`config.mk`:
```
export PLATFORM = sky130hd
export DESIGN_NAME = image_frame_loader_flat
export DESIGN_NICKNAME = d
export VERILOG_FILES = /design/src/rtl/image_frame_loader_if.sv /design/src/rtl/image_frame_loader.sv /design/src/flat_wrapper.sv
export SDC_FILE = /design/constraint.sdc
export NUM_CORES = 1
export LEC_CHECK = 0
export ABC_CLOCK_PERIOD_IN_PS = 16800
export CORE_MARGIN = 5
export CORE_UTILIZATION = 49
export CTS_CLUSTER_DIAMETER = 80
export DETAILED_ROUTE_END_ITERATION = 6
export GPL_TIMING_DRIVEN = 0
export HOLD_SLACK_MARGIN = 0.02
export PLACE_DENSITY = 0.9
export SLEW_MARGIN = 20
export SYNTH_ARGS = -nofsm -noshare
export SYNTH_HDL_FRONTEND = slang
export SYNTH_SLANG_ARGS = --single-unit
```
`constraint.sdc`:
```
create_clock -name clk_i -period 16.8 [get_ports clk_i]
set_input_delay 2.52 -clock clk_i [delete_from_list [all_inputs] [get_ports clk_i]]
set_output_delay 2.52 -clock clk_i [all_outputs]
set_load 0.005 [all_outputs]
```
`src/rtl/image_frame_loader_if.sv`:
```
// Pixel stream handshake between the upstream source and the frame loader.
// Source drives pixel/valid/last, loader returns ready.
interface image_frame_loader_if #(
    parameter int pixel_size = 8
);
    logic [pixel_size-1:0] s_pixel;
    logic                  s_valid;
    logic                  s_last;
    logic                  s_ready;

    modport master (
        output s_pixel,
        output s_valid,
        output s_last,
        input  s_ready
    );

    modport slave (
        input  s_pixel,
        input  s_valid,
        input  s_last,
        output s_ready
    );
endinterface

```
`src/rtl/image_frame_loader.sv`:
```
// Frame loader: assembles a raster pixel stream into one flat frame,
// launches the halftone converter and tracks its busy/done cycle.
module image_frame_loader #(
    parameter int pixel_size   = 8,
    parameter int N_col        = 8,
    parameter int M_row        = 6,
    parameter int BUSY_TIMEOUT = 4
) (
    input  logic                            clk_i,
    input  logic                            rst_i,
    image_frame_loader_if.slave             s,
    output logic [1:N_col*M_row*pixel_size] pixel_bits,
    output logic                            Go,
    input  logic                            Done_i,
    output logic                            busy,
    output logic                            frame_err,
    output logic [15:0]                     frame_cnt
);

    localparam int NPIX = N_col * M_row;
    localparam int CW   = $clog2(NPIX);
    localparam int TW   = $clog2(BUSY_TIMEOUT + 1);

    typedef enum logic [1:0] {
        FILL,
        LAUNCH,
        WAIT_BUSY,
        WAIT_DONE
    } state_t;

    state_t         state;
    logic [CW-1:0]  cnt;
    logic [TW-1:0]  tmo;
    logic           xfer;

    assign s.s_ready = (state == FILL) && !rst_i;
    assign xfer      = s.s_valid && s.s_ready;
    assign Go        = (state == LAUNCH) && Done_i;
    assign busy      = (state == WAIT_BUSY) || (state == WAIT_DONE);

    // Frame fill, launch and converter-handshake sequencing.
    always_ff @(posedge clk_i or posedge rst_i) begin
        if (rst_i) begin
            state      <= FILL;
            cnt        <= '0;
            tmo        <= '0;
            pixel_bits <= '0;
            frame_err  <= 1'b0;
            frame_cnt  <= 16'd0;
        end else begin
            frame_err <= 1'b0;
            unique case (state)
                FILL: begin
                    if (xfer) begin
                        for (int k = 0; k < NPIX; k++) begin
                            if (cnt == CW'(k))
                                pixel_bits[k*pixel_size+1 +: pixel_size]
                                    <= s.s_pixel;
                        end
                        if (cnt == CW'(NPIX - 1)) begin
                            cnt       <= '0;
                            state     <= LAUNCH;
                            frame_err <= !s.s_last;
                        end else if (s.s_last) begin
                            cnt       <= '0;
                            frame_err <= 1'b1;
                        end else begin
                            cnt <= cnt + 1'b1;
                        end
                    end
                end
                LAUNCH: begin
                    if (Done_i) begin
                        state     <= WAIT_BUSY;
                        tmo       <= '0;
                        frame_cnt <= frame_cnt + 16'd1;
                    end
                end
                WAIT_BUSY: begin
                    if (!Done_i) begin
                        state <= WAIT_DONE;
                    end else if (tmo == TW'(BUSY_TIMEOUT - 1)) begin
                        state     <= FILL;
                        frame_err <= 1'b1;
                    end else begin
                        tmo <= tmo + 1'b1;
                    end
                end
                WAIT_DONE: begin
                    if (Done_i)
                        state <= FILL;
                end
                default: state <= FILL;
            endcase
        end
    end

endmodule

```
`src/flat_wrapper.sv`:
```
// flat-port wrapper written by rule: the top's interface ports become plain ports
module image_frame_loader_flat 
#(
    parameter int pixel_size   = 8,
    parameter int N_col        = 8,
    parameter int M_row        = 6,
    parameter int BUSY_TIMEOUT = 4
)
  (clk_i, rst_i, pixel_bits, Go, Done_i, busy, frame_err, frame_cnt, s_s_pixel, s_s_valid, s_s_last, s_s_ready);
  image_frame_loader_if #(.pixel_size(pixel_size)) s_i ();
  input  logic clk_i;
  input  logic rst_i;
  output logic [1:N_col*M_row*pixel_size] pixel_bits;
  output logic Go;
  input  logic Done_i;
  output logic busy;
  output logic frame_err;
  output logic [15:0] frame_cnt;
  input wire logic [$bits(s_i.s_pixel)-1:0] s_s_pixel;
  input wire logic [$bits(s_i.s_valid)-1:0] s_s_valid;
  input wire logic [$bits(s_i.s_last)-1:0] s_s_last;
  output wire logic [$bits(s_i.s_ready)-1:0] s_s_ready;
  assign s_i.s_pixel = s_s_pixel;
  assign s_i.s_valid = s_s_valid;
  assign s_i.s_last = s_s_last;
  assign s_s_ready = s_i.s_ready;
  image_frame_loader #(.pixel_size(pixel_size), .N_col(N_col), .M_row(M_row), .BUSY_TIMEOUT(BUSY_TIMEOUT)) u_core (.clk_i(clk_i), .rst_i(rst_i), .s(s_i), .pixel_bits(pixel_bits), .Go(Go), .Done_i(Done_i), .busy(busy), .frame_err(frame_err), .frame_cnt(frame_cnt));
endmodule
```
==> results.py, run 1 <==
metrics = {
    "clocking": {
        "max-clock-path-buffers": 3,
        "cts_setup_buffers": 0,
        "cts_root_buf": "clkbuf_16",
        "h-tree-depth": 2,
        "clk_latency_ps": 520,
        "cts_hold_buf": 0,
        "ctsResizeCount": 0,
        "cts_tree": "yes",
        "cts.sinks": 412,
        "clkTransAtPathRegs_ps": 60,
        "cts_made_buffers": 42,
    },
    "setup_path": {
        "r2r-end": "u_core.pixel_bits[88]",
        "reg2regPathDepth": 5,
        "setup.worst_path.end_class": "primary output",
        "required_ps": 14280,
        "worstPathArrival_ps": 4010,
        "crit_path_cell_trace": "clkdlybuf4s50_1, and3b_1, buf_2, clkdlybuf4s50_1",
        "slowest_stage": "clkdlybuf4s50_1",
        "cp-start-kind": "primary input",
        "crit_type": "in2out",
        "crit_start": "Done_i",
        "cp_max_fo": 6,
        "cp_top_family": "buffers and inverters",
        "crit_cells": 4,
        "r2r_start": "u_core.cnt[3]",
        "cp_slowest_stage_delay_ps": 590,
        "crit_buf_inv": 3,
        "crit_top_cell": "clkdlybuf4s50_1",
        "reg2reg_slack_ps": 14310,
        "critPathCapture": "Go",
    },
    "grt": {
        "grt_max_degree": 113,
        "track_usage_pct": 25.8,
        "antenna_found_initial": 0,
        "grt_pass1_vias": 11600,
        "globalRouteOverflowTotal": 0,
        "grt_pass1_wl_um": 72100,
    },
    "drt": {
        "finalWirelength_um": 47200,
        "wl_per_cell_um": 24.1,
        "vias": 10500,
        "viasPerCell": 5.36,
        "firstDrtPassIters": 5,
        "drt-initial-drc-count": 477,
        "drc": 0,
        "ant_nets": 0,
    },
    "power_and_ir_drop": {
        "sequentialPowerShare_pct": 46.5,
        "clkPwrFrac_pct": 38.5,
        "p_total_mw": 2.43,
        "p_int_mw": 1.83,
        "power_density_nw_per_um2": 109,
        "power_switching_mw": 0.596,
        "power_leakage_nw": 10.7,
        "combPwrFrac_pct": 15.0,
        "ir_drop_mv": 0.0953,
        "switching_share_pct": 24.6,
    },
    "sta": {
        "setup_viol": 0,
        "rsz0062_at_grt": "no",
        "max-slew-margin-rel_pct": 22.9,
        "fin_crit_ps": 6530,
        "hold_viol": 0,
        "skew_ps": 10.3,
        "hold-worst-slack_ps": 489,
        "worstMarginPinSlew_ps": 1150,
        "maxSlewViolCount": 0,
        "fmax_ghz": 0.153,
        "fin_crit_sh_pct": 38.8,
    },
    "synth": {
        "synth_common_cells": "dfrtp_1 (412), mux2_2 (372), clkbuf_1 (49), nand2_2 (39), nand2_1 (20)",
        "synth_top_area_share_pct": 64.3,
        "yosysMostFrequentCell": "dfrtp_1",
        "ys_seq_area_share_pct": 64.3,
        "synth_seq_cells": 412,
        "yosys.area.top_type": "dfrtp_1",
        "synth.distinct_cells": 40,
        "yosysWarnings": 0,
        "synthesis.area_um2": 16000,
        "synthesis.nets": 1051,
        "synth.area.top_cells": "dfrtp_1 (64%), mux2_2 (26%), nand2_2 (1.5%), clkbuf_1 (1.1%), mux2_1 (0.91%)",
        "async_reset_ff_share_pct": 100,
        "synth_edf_count": 0,
        "syn_inst": 1031,
        "avgSynthCellArea_um2": 15.5,
        "synth_ff_type": "dfrtp_1",
    },
    "floorplan": {
        "fp.dieW_um": 191,
        "core_region_area_um2": 32500,
        "die_area_um2": 36400,
        "rows": 66,
        "io_pins": 417,
        "die_h_um": 191,
        "start_util_pct": 49.4,
    },
    "flow_run": {
        "cap_violations": 0,
    },
    "layout": {
        "multiInputGateArea_um2": 5440,
        "antenna_cells": 0,
        "finalNonFillerCells": 1960,
        "nNetsFinal": 1507,
        "area_delta_synth_final_pct": 38.4,
        "fillers": 2138,
        "final_layout_size_suffix_gt1_share_pct": 33.3,
        "ff_latch_area_um2": 10300,
    },
    "placed_design": {
        "hpwl_um": 33300,
        "portBuffers": 408,
        "numPlacedInstances": 1885,
        "gp_congestion": 0.819,
    },
    "worst_hold_path": {
        "hold_path.class": "reg2reg",
    },
    "status": {
        "outcome": "finished, final reports clean",
    },
}
cells in the final DEF (no fill, tap or decap), types with 3 or more instances in the layout:
master	n
a22o_1	3
and2_1	4
buf_16	4
buf_2	7
buf_4	4
bufinv_16	3
clkbuf_1	57
clkbuf_16	43
clkbuf_8	9
clkdlybuf4s50_1	408
clkinv_2	8
dfrtp_1	412
ha_1	7
inv_1	9
mux2_1	13
mux2_2	372
nand2_1	20
nand2_2	39
nand2b_1	5
nand3_1	6
nand4_1	5
nand4_2	4
nor2_1	10
nor3_1	10
o21ai_0	10
xnor2_1	8
xor2_1	8
per-stage QoR:
step                      util (%)  TNS [ps]  worst slack [ps]  area, um2
after global placement        63.7   -611760             -1530      20700
final                         68.4         0             10270      22200
after CTS                     68.3         0             10280      22200
after floorplan                  -         0              2820      16000
after detailed placement      64.1         0             10290      20800
after global routing          68.4         0             10220      22200
power by group through the flow:
stage / sequential (mW) / clock [mW] / combinational, mW
after floorplan: 1.14 / 0 / 0.146
after global placement: 1.14 / 0 / 0.350
after detailed placement: 1.14 / 0 / 0.365
after CTS: 1.13 / 0.949 / 0.369
after global routing: 1.14 / 0.992 / 0.394
final: 1.13 / 0.934 / 0.365
state kept, by name, indices dropped and copies added, names as in the netlist:
name               cells
u_core.pixel_bits    384
u_core.frame_err       1
u_core.cnt             6
u_core.frame_cnt      16
u_core.tmo             3
u_core.state           2
logic make-up (layout without fill, tap and decap cells):
family,Yosys count,count (layout),share of synthesized area [%]
xor+xnor,16,16,0.874
mux,387,387,27.2
fa+ha+maj,7,7,0.546
flops,412,412,64.3
simple gates,120,120,4.55
compound gates,19,19,0.749
buf+inv,70,557,1.79
how the worst min path moves through the flow:
stage	cells past startpoint	to	startpoint	slack (ps)
after floorplan	1	u_core.frame_cnt[15]	u_core.frame_cnt[15]	460
after global placement	1	u_core.frame_cnt[15]	u_core.frame_cnt[15]	460
after detailed placement	1	u_core.frame_cnt[15]	u_core.frame_cnt[15]	480
after CTS	1	u_core.frame_cnt[15]	u_core.frame_cnt[15]	490
after global routing	1	u_core.frame_cnt[15]	u_core.frame_cnt[15]	500
final	1	u_core.pixel_bits[136]	u_core.pixel_bits[136]	490
routing by layer:
metal / GRT usage [%] / share of wire (%)
met1: 31.1 / 38
met2: 44.3 / 50
met3: 8.81 / 9.5
met4: 7.27 / 2.8
met5: 0 / 0
worst reg2reg max path: cells and delay by family, from the launching register on:
kind	cells	cell delay [ps]
and+or+nand+nor	3	1440
muxes	1	380
DFF	1	320
buffers and inverters	1	220
layout make-up:
class	instances	area share, %
clock inverter	15	0.733
tap	442	2.49
multi-input combinational	549	24.5
clock buffer	60	5.54
timing repair buffer	412	18.9
inverter	10	0.203
sequential	412	46.5
buffer	60	1.12
Note: power is estimated with default switching activity, not from simulation.
==> run 2, diff against run 1 <==
--- a/config.mk
+++ b/config.mk
@@ -5,7 +5,7 @@
 export SDC_FILE = /design/constraint.sdc
 export NUM_CORES = 1
 export LEC_CHECK = 0
-export ABC_CLOCK_PERIOD_IN_PS = 16800
+export ABC_CLOCK_PERIOD_IN_PS = 6500
 export CORE_MARGIN = 5
 export CORE_UTILIZATION = 49
 export CTS_CLUSTER_DIAMETER = 80
==> constraint.sdc (replaced) <==
create_clock -name clk_i -period 6.5 [get_ports clk_i]
set_input_delay 0.975 -clock clk_i [delete_from_list [all_inputs] [get_ports clk_i]]
set_output_delay 0.975 -clock clk_i [all_outputs]
set_load 0.005 [all_outputs]
==> run 2 against run 1 <==
Wire length grew 0.33%. Worst hold slack worse by 24 ps. Clock power rose to 2.7 times the previous value. Global-route usage grew 0.27 points. Register-to-register slack lost 10000 ps. First-iteration DRC count decreased by 8.6%. Cell count rose by 0.66%. Critical path depth stayed put. Core utilization is 0.82 points higher. Die area stayed put. Power grew to 2.7 times the previous value. Worst setup slack got worse by 7200 ps.
==> results.py, run 2 (same netlist as run 1, synthesis figures left out) <==
metrics = {
    "status": {
        "outcome": "finished, final reports clean",
    },
    "layout": {
        "final_layout_size_suffix_gt1_share_pct": 33.9,
        "stdcell_area_um2": 22500,
        "ff_latch_area_um2": 10300,
        "final_cell_mix": "dfrtp_1 (412), clkdlybuf4s50_1 (408), mux2_2 (372)",
        "area_delta_synth_final_pct": 40.1,
        "largest_reg_flops": 384,
        "fillers": 2078,
        "multiInputGateArea_um2": 5440,
        "nNetsFinal": 1516,
        "finalNonFillerCells": 1973,
        "top_register": "u_core.pixel_bits",
        "largestRegisters": "u_core.pixel_bits (384), u_core.frame_cnt (16), u_core.cnt (6)",
        "final_common_cell": "dfrtp_1",
    },
    "worst_hold_path": {
        "min_to": "u_core.frame_cnt[15]",
        "worstHoldStart": "u_core.frame_cnt[15]",
        "whs_path_depth": 1,
        "hold_path.class": "reg2reg",
    },
    "setup_path": {
        "slowest_stage": "clkdlybuf4s50_1",
        "reg2regPathDepth": 5,
        "crit_path_cell_trace": "clkdlybuf4s50_1, and3b_1, buf_2, clkdlybuf4s50_1",
        "r2r-end": "u_core.pixel_bits[44]",
        "cp_slowest_stage_delay_ps": 580,
        "crit_cells": 4,
        "crit_type": "in2out",
        "cp_max_fo": 6,
        "worstPathArrival_ps": 2430,
        "crit_buf_inv": 3,
        "cp-start-kind": "primary input",
        "reg2reg_slack_ps": 4090,
        "required_ps": 5520,
        "setup.worst_path.end_class": "primary output",
        "cp_top_family": "buffers and inverters",
        "crit_top_cell": "clkdlybuf4s50_1",
        "r2r_start": "u_core.cnt[3]",
    },
    "grt": {
        "grt_max_degree": 37,
        "globalRouteOverflowTotal": 0,
        "grt_pass1_vias": 11600,
        "grt_pass1_wl_um": 72600,
        "track_usage_pct": 26.0,
        "antenna_found_initial": 0,
    },
    "placed_design": {
        "hpwl_um": 33700,
        "portBuffers": 408,
        "gp_congestion": 0.814,
        "numPlacedInstances": 1894,
        "pre_cts_ws_ps": 3040,
        "place_area_um2": 21000,
    },
    "sta": {
        "skew_ps": 20.6,
        "fin_crit_sh_pct": 52.4,
        "fin_tns_setup_ps": 0,
        "worst_slack_ps": 3090,
        "maxSlewViolCount": 0,
        "setup_viol": 0,
        "rsz0062_at_grt": "no",
        "worstMarginPinSlew_ps": 1010,
        "hold_viol": 0,
        "fin_crit_ps": 3410,
        "fmax_ghz": 0.294,
        "max-slew-margin-rel_pct": 31.9,
    },
    "clocking": {
        "h-tree-depth": 2,
        "cts_hold_buf": 0,
        "cts_tree": "yes",
        "cts_root_buf": "clkbuf_16",
        "clkTransAtPathRegs_ps": 60,
        "cts.sinks": 412,
        "clk_latency_ps": 540,
        "cts_made_buffers": 42,
        "ctsResizeCount": 0,
        "cts_setup_buffers": 0,
        "max-clock-path-buffers": 3,
    },
    "floorplan": {
        "die_h_um": 191,
        "start_util_pct": 49.4,
        "fp.dieW_um": 191,
        "die_area_um2": 36400,
        "io_pins": 417,
        "rows": 66,
        "core_region_area_um2": 32500,
    },
    "power_and_ir_drop": {
        "sequentialPowerShare_pct": 45.3,
        "p_int_mw": 4.85,
        "combPwrFrac_pct": 14.9,
        "switching_share_pct": 24.5,
        "p_total_mw": 6.43,
        "power_leakage_nw": 10.8,
        "ir_drop_mv": 0.243,
        "clkPwrFrac_pct": 39.8,
        "power_switching_mw": 1.58,
        "power_density_nw_per_um2": 287,
    },
    "drt": {
        "wl_per_cell_um": 24.0,
        "ant_nets": 0,
        "drt-initial-drc-count": 436,
        "vias": 10500,
        "firstDrtPassIters": 7,
        "viasPerCell": 5.32,
        "finalWirelength_um": 47300,
        "drc": 0,
    },
    "flow_run": {
        "cap_violations": 0,
    },
}
## run 2: changes by cell type in the layout (fill, tap and decap cells not counted)
| cell | before | now |
|---|---|---|
| buf_16 | 4 | 3 |
| clkbuf_16 | 43 | 42 |
| bufinv_16 | 3 | 6 |
| inv_8 | 1 | 0 |
| diode_2 | 0 | 1 |
| clkinvlp_4 | 2 | 4 |
| clkinv_2 | 8 | 7 |
| clkbuf_1 | 57 | 56 |
| buf_12 | 0 | 10 |
| clkinv_8 | 0 | 1 |
| clkbuf_8 | 9 | 10 |
## run 2: through the flow
| step | hold WS [ps] | utilization (%) |
|---|---|---|
| final | 465 | 69.2 |
| after global routing | 487 | 69.2 |
| after CTS | 468 | 69.2 |
| after detailed placement | 457 | 64.6 |
| after global placement | 459 | 63.7 |
| after floorplan | 465 | - |
## run 2: power by group through the flow
| stage | registers (mW) | clock network (mW) | logic (mW) |
|---|---|---|---|
| 2_1_floorplan | 2.95 | 0 | 0.378 |
| 3_3_place_gp | 2.94 | 0 | 0.903 |
| 3_5_place_dp | 2.96 | 0 | 0.958 |
| 4_1_cts | 2.91 | 2.60 | 0.967 |
| 5_1_grt | 2.94 | 2.71 | 1.03 |
| 6_report | 2.92 | 2.56 | 0.957 |
## run 2: routing by layer
layer	up-vias	GRT usage [%]	part of all wire [%]
met4	0	8.09	3.5
met1	5428	32.0	38
met5	-	0	0
li1	4559	-	-
met2	413	43.6	49
met3	87	9.21	9.6
## run 2: how the worst max path moves through the flow
| stage | slack (ps) | from | end |
|---|---|---|---|
| 2_1_floorplan | -30 | rst_i | u_core.cnt[0] |
| 3_3_place_gp | -2480 | rst_i | u_core.pixel_bits[119] |
| 3_5_place_dp | 3040 | rst_i | u_core.pixel_bits[280] |
| 4_1_cts | 3090 | Done_i | Go |
| 5_1_grt | 3010 | Done_i | Go |
| 6_report | 3090 | Done_i | Go |
## run 2: cell type report
type	count	share of cell area, %
Multi-Input combinational cell	549	24.2
Buffer	60	1.11
Clock inverter	19	1.21
Sequential cell	412	45.9
Clock buffer	59	5.41
Tap cell	442	2.46
Antenna cell	1	0.0111
Inverter	10	0.184
Timing Repair Buffer	421	19.4
==> run 3, diff against run 2 <==
--- a/config.mk
+++ b/config.mk
@@ -5,7 +5,7 @@
 export SDC_FILE = /design/constraint.sdc
 export NUM_CORES = 1
 export LEC_CHECK = 0
-export ABC_CLOCK_PERIOD_IN_PS = 6500
+export ABC_CLOCK_PERIOD_IN_PS = 3400
 export CORE_MARGIN = 5
 export CORE_UTILIZATION = 49
 export CTS_CLUSTER_DIAMETER = 80
==> constraint.sdc (replaced) <==
create_clock -name clk_i -period 3.4 [get_ports clk_i]
set_input_delay 0.51 -clock clk_i [delete_from_list [all_inputs] [get_ports clk_i]]
set_output_delay 0.51 -clock clk_i [all_outputs]
set_load 0.005 [all_outputs]
==> results of run 3 <==
Same layout as run 2 (identical final DEF). Status: finished, final reports clean.
Among the figures that moved: setup slack after placement 3040 ps -> 408 ps; setup slack after layout 3090 ps -> 855 ps; start point of the critical path Done_i -> u_core.state[0]; register-to-register setup slack 4090 ps -> 990 ps; total power 6.43 mW -> 12.3 mW; worst IR drop on VDD 0.243 mV -> 0.465 mV
